===== config.mk =====
export PLATFORM = sky130hd
export DESIGN_NAME = fp_issue_collect
export DESIGN_NICKNAME = d
export VERILOG_FILES = /design/src/rtl/fp_issue_collect.sv
export SDC_FILE = /design/constraint.sdc
export NUM_CORES = 1
export LEC_CHECK = 0
export CORE_MARGIN = 2
export CORE_UTILIZATION = 48
export CTS_CLUSTER_DIAMETER = 50
export DETAILED_ROUTE_END_ITERATION = 8
export PLACE_DENSITY = 0.81
export SLEW_MARGIN = 20
export SYNTH_ARGS = -nofsm -noshare
export SYNTH_HDL_FRONTEND = slang
export SYNTH_SLANG_ARGS = --single-unit
export TNS_END_PERCENT = 5

===== constraint.sdc =====
create_clock -name clk -period 4.49 [get_ports clk]
set_input_delay 0.898 -clock clk [delete_from_list [all_inputs] [get_ports clk]]
set_output_delay 0.898 -clock clk [all_outputs]
set_load 0.005 [all_outputs]

===== src/rtl/fp_issue_collect.sv =====
// fp_issue_collect: issues requests to an attached fixed-latency FP unit,
// tracks them through a valid/tag pipe, and collects the results in order
// into a credit-managed result FIFO.
// Optional build macro: FP_ISSUE_BYPASS_EN lets a result skip an empty FIFO
// and appear on the output in its exit cycle.
module fp_issue_collect #(
  parameter int LATENCY = 1,
  parameter int DEPTH   = 4,
  parameter int TAG_W   = 4
) (
  input  logic             clk,
  input  logic             areset,
  input  logic             in_valid,
  output logic             in_ready,
  input  logic [31:0]      in_a,
  input  logic [31:0]      in_b,
  input  logic [TAG_W-1:0] in_tag,
  output logic [31:0]      unit_a,
  output logic [31:0]      unit_b,
  input  logic [31:0]      unit_q,
  output logic             out_valid,
  input  logic             out_ready,
  output logic [31:0]      out_q,
  output logic [TAG_W-1:0] out_tag,
  output logic             busy
);
  localparam int AW = (DEPTH > 1) ? $clog2(DEPTH) : 1;
  localparam int CW = AW + 1;
  localparam int EW = 32 + TAG_W;

  logic [LATENCY-1:0] vld_q;
  logic [TAG_W-1:0]   tag_q [LATENCY];
  logic [EW-1:0]      mem_q [DEPTH];
  logic [AW-1:0]      wr_ptr_q;
  logic [AW-1:0]      rd_ptr_q;
  logic [CW-1:0]      count_q;
  logic [CW-1:0]      count_d;
  logic [CW-1:0]      inflight_q;
  logic [CW-1:0]      inflight_d;
  logic [CW:0]        credits;
  logic               accept;
  logic               retire;
  logic               push;
  logic               pop;
  logic               fifo_empty;
  logic [EW-1:0]      exit_entry;
  logic [EW-1:0]      head;

  // A slot is reserved for every request from issue until its result is popped,
  // so a push can never find the FIFO full.
  assign credits    = (CW+1)'(DEPTH) - {1'b0, count_q} - {1'b0, inflight_q};
  assign in_ready   = (credits != '0);
  assign accept     = in_valid & in_ready;
  assign unit_a     = accept ? in_a : 32'h0;
  assign unit_b     = accept ? in_b : 32'h0;
  assign retire     = vld_q[LATENCY-1];
  assign exit_entry = {unit_q, tag_q[LATENCY-1]};
  assign fifo_empty = (count_q == '0);

`ifdef FP_ISSUE_BYPASS_EN
  logic bypass;
  assign bypass    = retire & fifo_empty;
  assign push      = retire & ~(bypass & out_ready);
  assign out_valid = ~fifo_empty | bypass;
  assign head      = fifo_empty ? exit_entry : mem_q[rd_ptr_q];
`else
  assign push      = retire;
  assign out_valid = ~fifo_empty;
  assign head      = mem_q[rd_ptr_q];
`endif

  // Only a buffered entry is popped; a bypassed result never enters the FIFO.
  assign pop     = out_valid & out_ready & ~fifo_empty;
  assign out_q   = out_valid ? head[EW-1:TAG_W] : 32'h0;
  assign out_tag = out_valid ? head[TAG_W-1:0] : '0;
  assign busy    = (inflight_q != '0) | ~fifo_empty;

  assign inflight_d = inflight_q + CW'(accept) - CW'(retire);
  assign count_d    = count_q + CW'(push) - CW'(pop);

  // In-flight valid pipe: entry on accept, exit LATENCY cycles later.
  always_ff @(posedge clk) begin
    if (!areset) begin
      vld_q <= '0;
    end else begin
      vld_q[0] <= accept;
      for (int i = 1; i < LATENCY; i++) begin
        vld_q[i] <= vld_q[i-1];
      end
    end
  end

  // Tag pipe runs alongside the valid pipe; contents only matter when valid.
  always_ff @(posedge clk) begin
    tag_q[0] <= in_tag;
    for (int i = 1; i < LATENCY; i++) begin
      tag_q[i] <= tag_q[i-1];
    end
  end

  // Result storage; read side is gated by out_valid so it needs no reset.
  always_ff @(posedge clk) begin
    if (push) begin
      mem_q[wr_ptr_q] <= exit_entry;
    end
  end

  // FIFO pointers, occupancy and in-flight count.
  always_ff @(posedge clk) begin
    if (!areset) begin
      wr_ptr_q   <= '0;
      rd_ptr_q   <= '0;
      count_q    <= '0;
      inflight_q <= '0;
    end else begin
      if (push) wr_ptr_q <= wr_ptr_q + AW'(1);
      if (pop)  rd_ptr_q <= rd_ptr_q + AW'(1);
      count_q    <= count_d;
      inflight_q <= inflight_d;
    end
  end

endmodule


# Yosys cells after proc, flatten, opt, wreduce, memory -nomap -nowiden
# Memory sizes are Yosys's and may differ from the RTL's. A register that Yosys moved wholly into a read port is not among the register bits.
# Cells that the tools add are included.
# op_classes
n_addsub,8
n_mux,8
bitwise_logic,5
reduce_logical,3
# op_table
cell,count
$mux W32,3
$add A3 B1 Y3,2
$sub A3 B1 Y3,2
$add A2 B1 Y2 const B,2
$mux W2,2
$mux W4,1
$reduce_bool A4 Y1,1
$sub A3 B3 Y4 const A,1
$sub A4 B3 Y4,1
$and A1 B1 Y1,3
$logic_not A3 Y1,1
$reduce_bool A3 Y1,1
$mux W1,2
$not A1 Y1,1
$or A1 B1 Y1,1
# word_totals
ff_bits,11
ram_bits,148
input_bits,104
out_inout_bits,103
wordCells,31
mem_count,2
# mem_list
name,depth,width,read_ports,rd_ports_with_merged_regs,write_ports,line_no,text
mem_q,4,36,1,1,1,33,logic [EW-1:0] mem_q [DEPTH];
tag_q,1,4,1,0,1,32,logic [TAG_W-1:0] tag_q [LATENCY];

# Depth between registers and ports, before layout
# Gate-level depths: netlist of run 1.
# depth
word_depth,6
depth_mapped,15
ltp_nobuf,12

# Worst setup path before layout of run 1
# No wires, ideal clock.
# synth_timing
path_type,register to register
startpoint,register count_q[1]
endpoint,register inflight_q[2]
setup_ns,0.116
t_arrival_ns,3.223
t_required_ns,4.374
setup_slack_ns,1.151
stages_incl_launch_ff,16
path_buffers,3
period_less_slack_ns,3.339
cell_sequence,dfxtp_1 -> ha_1 -> inv_1 -> ha_1 -> fa_1 -> or3_1 -> clkbuf_1 -> buf_6 -> buf_6 -> o21ai_0 -> ha_1 -> inv_1 -> ha_1 -> fa_1 -> xor3_1 -> nor2_1
# synth_via
elab_chain_cells,6
# synth_rtl
item,line_no,text
"start, declared",36,logic [CW-1:0] count_q;
"start signal, assigned",118,count_q <= count_d;
$sub A3 B3 Y4,51,"assign credits = (CW+1)'(DEPTH) - {1'b0, count_q} - {1'b0, inflight_q};"
$sub A4 B3 Y4,51,
$reduce_bool A4 Y1,52,assign in_ready = (credits != '0);
$and A1 B1 Y1,53,assign accept = in_valid & in_ready;
$add A3 B1 Y3,78,assign inflight_d = inflight_q + CW'(accept) - CW'(retire);
$sub A3 B1 Y3,78,
"end signal, assigned",119,inflight_q <= inflight_d;
"end, declared",38,logic [CW-1:0] inflight_q;
# Every way passes these cells.
# A chain may end at the register's enable or synchronous reset.

# Final worst setup path of run 1
# layout_timing
startpoint,register count_q[1]
endpoint,output port in_ready
# layout_via
elab_chain_cells,3
# layout_rtl
item,line_no,text
$sub A3 B3 Y4,51,
$sub A4 B3 Y4,51,
$reduce_bool A4 Y1,52,
"end, declared",14,"output logic in_ready,"
# Every way passes these cells.

==> results.md, run 1 <==
* Status: completed
* Critical Path Most Common Cell: sky130_fd_sc_hd__ha_1
* Critical path cell sequence: ha_1 > inv_1 > ha_1 > fa_1 > or3_2 > buf_12 > or2_2 > clkdlybuf4s50_1
* Required time at the endpoint of the critical path at 3.59 ns
* Crit path time final at 4.27 ns
* Post-synthesis cell type with the largest combined area: sky130_fd_sc_hd__edfxtp_1
* Hold Crit Class: flop to flop
* Clock tree root driver cell: sky130_fd_sc_hd__clkbuf_16
* Total number of vias at 4325
* Final nets at 706
* Final Cycle Share at 95.1%
* Worst VDD drop at 0.636 mV
* Wire length on met1 at 6.13 mm
* Dpl hpwl at 10.1 mm
* Count of flip-flops with a built-in enable after synthesis at 144
* CP arrival at 3.37 ns
* Seq/Total Area, Yosys at 66.0%
* Leading cell types in the layout, fill and taps excluded: 205 x sky130_fd_sc_hd__clkdlybuf4s50_1, 144 x sky130_fd_sc_hd__edfxtp_1, 65 x sky130_fd_sc_hd__o211a_1
* Setup repair after global routing missed its margin: no
* Number of instances in the synthesized netlist at 392
* First-pass DRT Iterations at 5
* Top FF cell, synth: sky130_fd_sc_hd__edfxtp_1
* Met2 layer wire length in the routed design at 8.13 mm
* Number of buffers created by CTS at 17
* Net count after synthesis at 511
* Post-CTS Setup Bufs at 0
* Detail Route met3 WL at 1.17 mm
* Syn-to-layout area delta at 39.2%
* Number of setup violations in the final report at 0
* Register-to-Register Path Depth at 13
* Avg Vias per Cell at 5.52
* Synth top area share at 61.2%
* Top cells by area in the synthesized netlist: sky130_fd_sc_hd__edfxtp_1 61%, sky130_fd_sc_hd__mux4_2 11%, sky130_fd_sc_hd__o211a_1 9.2%
* Count of hold-fix buffers inserted at cts at 0
* Count of placed standard cells including taps at 751
* First-pass GRT wire length at 24.2 mm
* Startpoint kind of the worst setup timing path: flop
* Layout Cells excl Fill at 784
* Maximum number of pins on one net before global-route repair at 67
* FP Rows at 44
* Detailed-route wire length at 15.6 mm
* Most common library cell in the layout ignoring fill and taps: sky130_fd_sc_hd__clkdlybuf4s50_1
* Boundary pin count at 207
* Post-synthesis area per instance at 18.0 µm²
* Initial core utilization at 48.8%
* Maximum count of clock buffers along a single path at 2
* Kind of end point of the critical path: output port
* Pwr per Cell Area at 600 nW/µm²
* Core region area at 14500 µm²
* Yosys synthesis warning count at 0
* CP max stage cell: sky130_fd_sc_hd__or3_2
* Antenna violations before repair at 0
* Remaining Overflow, GRT at 0
* Post-route antenna net violation count at 0
* Highest fanout seen on the critical path at 58
* Die outline area at 15700 µm²
* Number of inserted diodes at 0
* Setup TNS at 0 ns
* Resized Gates After CTS at 0
* Horizontal die dimension at 125 µm
* Via count of the first global-routing pass at 4542
* Clock Pin Slew Worst Setup and Hold Paths at 0.06 ns
* Layout cell share with drive strength beyond 1 at 13.2%
* Cell area after synthesis at 7060 µm²
* Port bufs at 206
* Starting DRT DRC Count at 289
* Clock sinks at 161
* Slew Viols, Final at 0
* CTS HTree Levels at 4
* Synth cell types at 26
* Number of hold-slack violations in the final timing report at 0
* Register bit count reported by yosys at 161
* Global router's overall resource usage at 20.0%
* Static leakage at 0.00374 µW
* Clock network latency to the later pin of the worst-skew pair at 0.41 ns
* Count of max-cap constraint violations at 0
* Crit Path Class: flop to output port
* Fmax at 0.234 GHz
* Clock tree from TritonCTS: yes
* Max incr delay on CP at 0.60 ns
* Average wire per cell in the routed design at 19.9 µm
* Transition at the pin with the smallest max-transition slack at 1.04 ns
* Fraction of registers with async set or reset after synthesis at 0%
* Routability-driven placement congestion ratio at 0.756
* Normalized max-slew margin at 31.0%
* Largest clock skew in the final design at 0.00740 ns
* DRC violations left at 0
* Top routing layer used: met4
* Worst hold path cell count at 0
* Die boundary height at 125 µm
logic make-up (layout without fill, tap and decap cells):
| logic type | Yosys count | after routing | share of synthesized area [%] |
|---|---|---|---|
| simple gates | 56 | 56 | 4.85 |
| flops | 161 | 161 | 66.0 |
| compound gates | 68 | 68 | 9.53 |
| fa+ha+maj | 15 | 15 | 2.98 |
| buf+inv | 48 | 256 | 3.67 |
| xor+xnor | 4 | 4 | 0.903 |
| mux | 40 | 40 | 12.0 |
cell type report:
type,instances,area [µm²]
inverter,14,52.6
timing repair buffer,210,2140
clock inverter,9,134
sequential,161,4670
clock buffer,23,458
fill,1000,4650
tap,184,230
multi-input combinational,183,2150
path summary, 6_finish.rpt:
check                                 start            end  slack [ns]
worst max register to register   count_q[1]  inflight_q[2]        0.82
worst min-delay path            tag_q[0][2]    mem_q[0][2]        0.48
worst max-delay path             count_q[1]       in_ready        0.22
worst min register to register  tag_q[0][2]    mem_q[0][2]        0.48
metrics by stage:
step	instance area, µm²	hold WS, ns	worst slack (ns)	utilization (%)	total power, µW
floorplan	7060	0.438	1.15	-	3360
global placement	9220	0.446	0.694	63.7	4440
detailed placement	9220	0.461	0.653	63.7	4520
CTS	9810	0.485	0.173	67.8	5960
global route	9830	0.496	0.0824	67.9	6220
finish	9830	0.482	0.222	67.9	5900
registers in the layout, summed over array words and instances (netlist names), named ones only:
signal and cells:
mem_q 144, tag_q 4, count_q 3, inflight_q 3, rd_ptr_q 2, wr_ptr_q 2
push 1
power breakdown:
part / switching, µW / leakage, µW / internal (µW)
Sequential: 111 / 0.00145 / 1820
Combinational: 1100 / 0.00201 / 1440
Clock: 542 / 0.000274 / 891
Yosys cell counts (all sizes together) (3+ instances only):
library cell,count
and2,43
mux2i,4
nor2,5
o211a,65
fa,3
buf,17
clkbuf,17
edfxtp,144
inv,14
ha,12
mux4,36
dfxtp,17
routing by layer:
metal / vias up / track usage (%)
li1: 1947 / -
met1: 2178 / 24.0
met2: 190 / 34.7
met3: 10 / 6.50
met4: 0 / 5.69
met5: - / 0
critical path, delay by kind of cell (launching register included):
kind / cells / cell delay (ns)
buffers and inverters: 3 / 0.75
AND/OR/NAND/NOR: 2 / 0.89
flip-flops: 1 / 0.46
adder cells (fa/ha/maj): 3 / 0.86
Power figures use the tool's default switching activity.
==> inputs of run 2 (changes only) <==
MAX_ROUTING_LAYER = met4   (was not set)
TNS_END_PERCENT = 50   (was 5)
clock period = 4.5 ns   (was 4.49 ns; I/O delays follow)
==> run 2 against run 1 <==
Against the previous run: non-clock buffer count stayed put; register-to-register slack hardly changed; clock power hardly changed; die area stayed put; first-iteration DRC count is 2.1% higher; sequential cell count stayed put.
==> results.md, run 2 (synthesis gave the netlist of run 1 again) <==
* First-pass DRT Iterations at 5
* Required time at the endpoint of the critical path at 3.60 ns
* Placed standard-cell area at 9220 µm²
* Largest Register: mem_q
* Boundary pin count at 207
* Crit Path Class: flop to output port
* Starting DRT DRC Count at 295
* Worst hold path cell count at 0
* Leading cell types in the layout, fill and taps excluded: 205 x sky130_fd_sc_hd__clkdlybuf4s50_1, 144 x sky130_fd_sc_hd__edfxtp_1, 65 x sky130_fd_sc_hd__o211a_1
* Maximum number of pins on one net before global-route repair at 67
* Number of setup violations in the final report at 0
* Most common library cell in the layout ignoring fill and taps: sky130_fd_sc_hd__clkdlybuf4s50_1
* Hold Startpoint: tag_q[0][2]
* Port bufs at 206
* Horizontal die dimension at 125 µm
* Setup repair after global routing missed its margin: no
* Clock Pin Slew Worst Setup and Hold Paths at 0.06 ns
* Status: completed
* Antenna violations before repair at 0
* First-pass GRT wire length at 24.2 mm
* Final standard cell area without fillers at 9830 µm²
* Kind of end point of the critical path: output port
* Number of hold-slack violations in the final timing report at 0
* Fraction of the core area covered by cells at the end of the flow at 67.9%
* Post-CTS Setup Bufs at 0
* Global router's overall resource usage at 20.6%
* CP arrival at 3.38 ns
* Overall power consumption at 5890 µW
* Startpoint kind of the worst setup timing path: flop
* Setup slack, reg-to-reg at 0.81 ns
* Via count of the first global-routing pass at 4541
* Normalized max-slew margin at 29.6%
* Static leakage at 0.00374 µW
* Number of buffers created by CTS at 17
* Avg Vias per Cell at 5.54
* Hold Crit Class: flop to flop
* Critical Path Most Common Cell: sky130_fd_sc_hd__ha_1
* Total number of vias at 4346
* Initial core utilization at 48.8%
* Clock network latency to the later pin of the worst-skew pair at 0.41 ns
* Max FFs per register at 144
* Remaining Overflow, GRT at 0
* Clock sinks at 161
* Final nets at 706
* Max incr delay on CP at 0.60 ns
* Fmax at 0.234 GHz
* Average wire per cell in the routed design at 19.9 µm
* Pwr per Cell Area at 599 nW/µm²
* WHS Endpoint: mem_q[0][2]
* CTS HTree Levels at 4
* Slew Viols, Final at 0
* Clock tree root driver cell: sky130_fd_sc_hd__clkbuf_16
* Transition at the pin with the smallest max-transition slack at 1.06 ns
* Setup TNS at 0 ns
* Routability-driven placement congestion ratio at 0.766
* Largest registers in the final layout: mem_q (144), tag_q (4)
* Number of inserted diodes at 0
* Highest fanout seen on the critical path at 58
* Final Cycle Share at 95.1%
* End of the worst register-to-register path: inflight_q[2]
* Layout cell share with drive strength beyond 1 at 13.2%
* Register-to-Register Path Depth at 13
* Crit path time final at 4.28 ns
* Count of max-cap constraint violations at 0
* Beginning of the worst register-to-register path: count_q[1]
* Core region area at 14500 µm²
* Syn-to-layout area delta at 39.2%
* Die outline area at 15700 µm²
* Largest clock skew in the final design at 0.00823 ns
* Maximum count of clock buffers along a single path at 2
* DRC violations left at 0
* Dpl hpwl at 10.1 mm
* Resized Gates After CTS at 0
* Count of hold-fix buffers inserted at cts at 0
* FP Rows at 44
* Clock tree from TritonCTS: yes
* Critical path cell sequence: ha_1 > inv_1 > ha_1 > fa_1 > or3_2 > buf_12 > o211a_1 > clkdlybuf4s50_1
* Detailed-route wire length at 15.6 mm
* Worst VDD drop at 0.638 mV
* Die boundary height at 125 µm
* Post-route antenna net violation count at 0
* CP max stage cell: sky130_fd_sc_hd__or3_2
==> run 2: cell counts in the layout (fill, tap and decap cells not counted) <==
No cell type changed its count.
==> run 2: cell type report <==
| cell class | instances | area (µm²) |
|---|---|---|
| Clock buffer | 23 | 458 |
| Clock inverter | 9 | 134 |
| Fill cell | 1000 | 4650 |
| Inverter | 14 | 52.6 |
| Multi-Input combinational cell | 183 | 2150 |
| Sequential cell | 161 | 4670 |
| Tap cell | 184 | 230 |
| Timing Repair Buffer | 210 | 2140 |
==> run 2: worst max path at each step <==
stage	cells after the start	startpoint	endpoint	slack, ns
2_1_floorplan	15	count_q[1]	inflight_q[2]	1.16
3_3_place_gp	8	count_q[1]	unit_a[27]	0.70
3_5_place_dp	8	count_q[1]	unit_a[27]	0.66
4_1_cts	8	count_q[1]	unit_a[27]	0.18
5_1_grt	8	count_q[1]	unit_a[27]	0.09
6_report	8	count_q[1]	unit_a[27]	0.22
==> run 2: where the power goes <==
part,switching [µW],leakage [µW],total (µW),internal (µW)
clock,539,0.000274,1430,889
sequential,111,0.00145,1920,1810
combinational,1100,0.00201,2540,1440
total,1750,0.00374,5890,4140
==> run 2: metal layers <==
metal	share of wire (%)	global-route usage [%]	vias up
li1	-	-	1947
met3	6.6	5.56	13
met5	0	-	-
met1	40	24.6	2196
met2	52	34.6	190
met4	1.2	5.69	0
==> run 2: per-stage QoR <==
stage | std cells | hold slack (ns) | setup WS [ns]
finish | 784 | 0.482 | 0.220
detailed placement | 751 | 0.461 | 0.661
CTS | 783 | 0.485 | 0.181
global placement | 751 | 0.446 | 0.702
global route | 784 | 0.496 | 0.0921
floorplan | 392 | 0.438 | 1.16
==> run 2: critical path, delay by kind of cell, from the launching register on <==
family                     cells  cell delay (ns)
adders and majority gates      3             0.86
buffers and inverters          3             0.81
and+or+nand+nor                1             0.60
DFF                            1             0.46
AOI/OAI and AO/OA              1             0.23
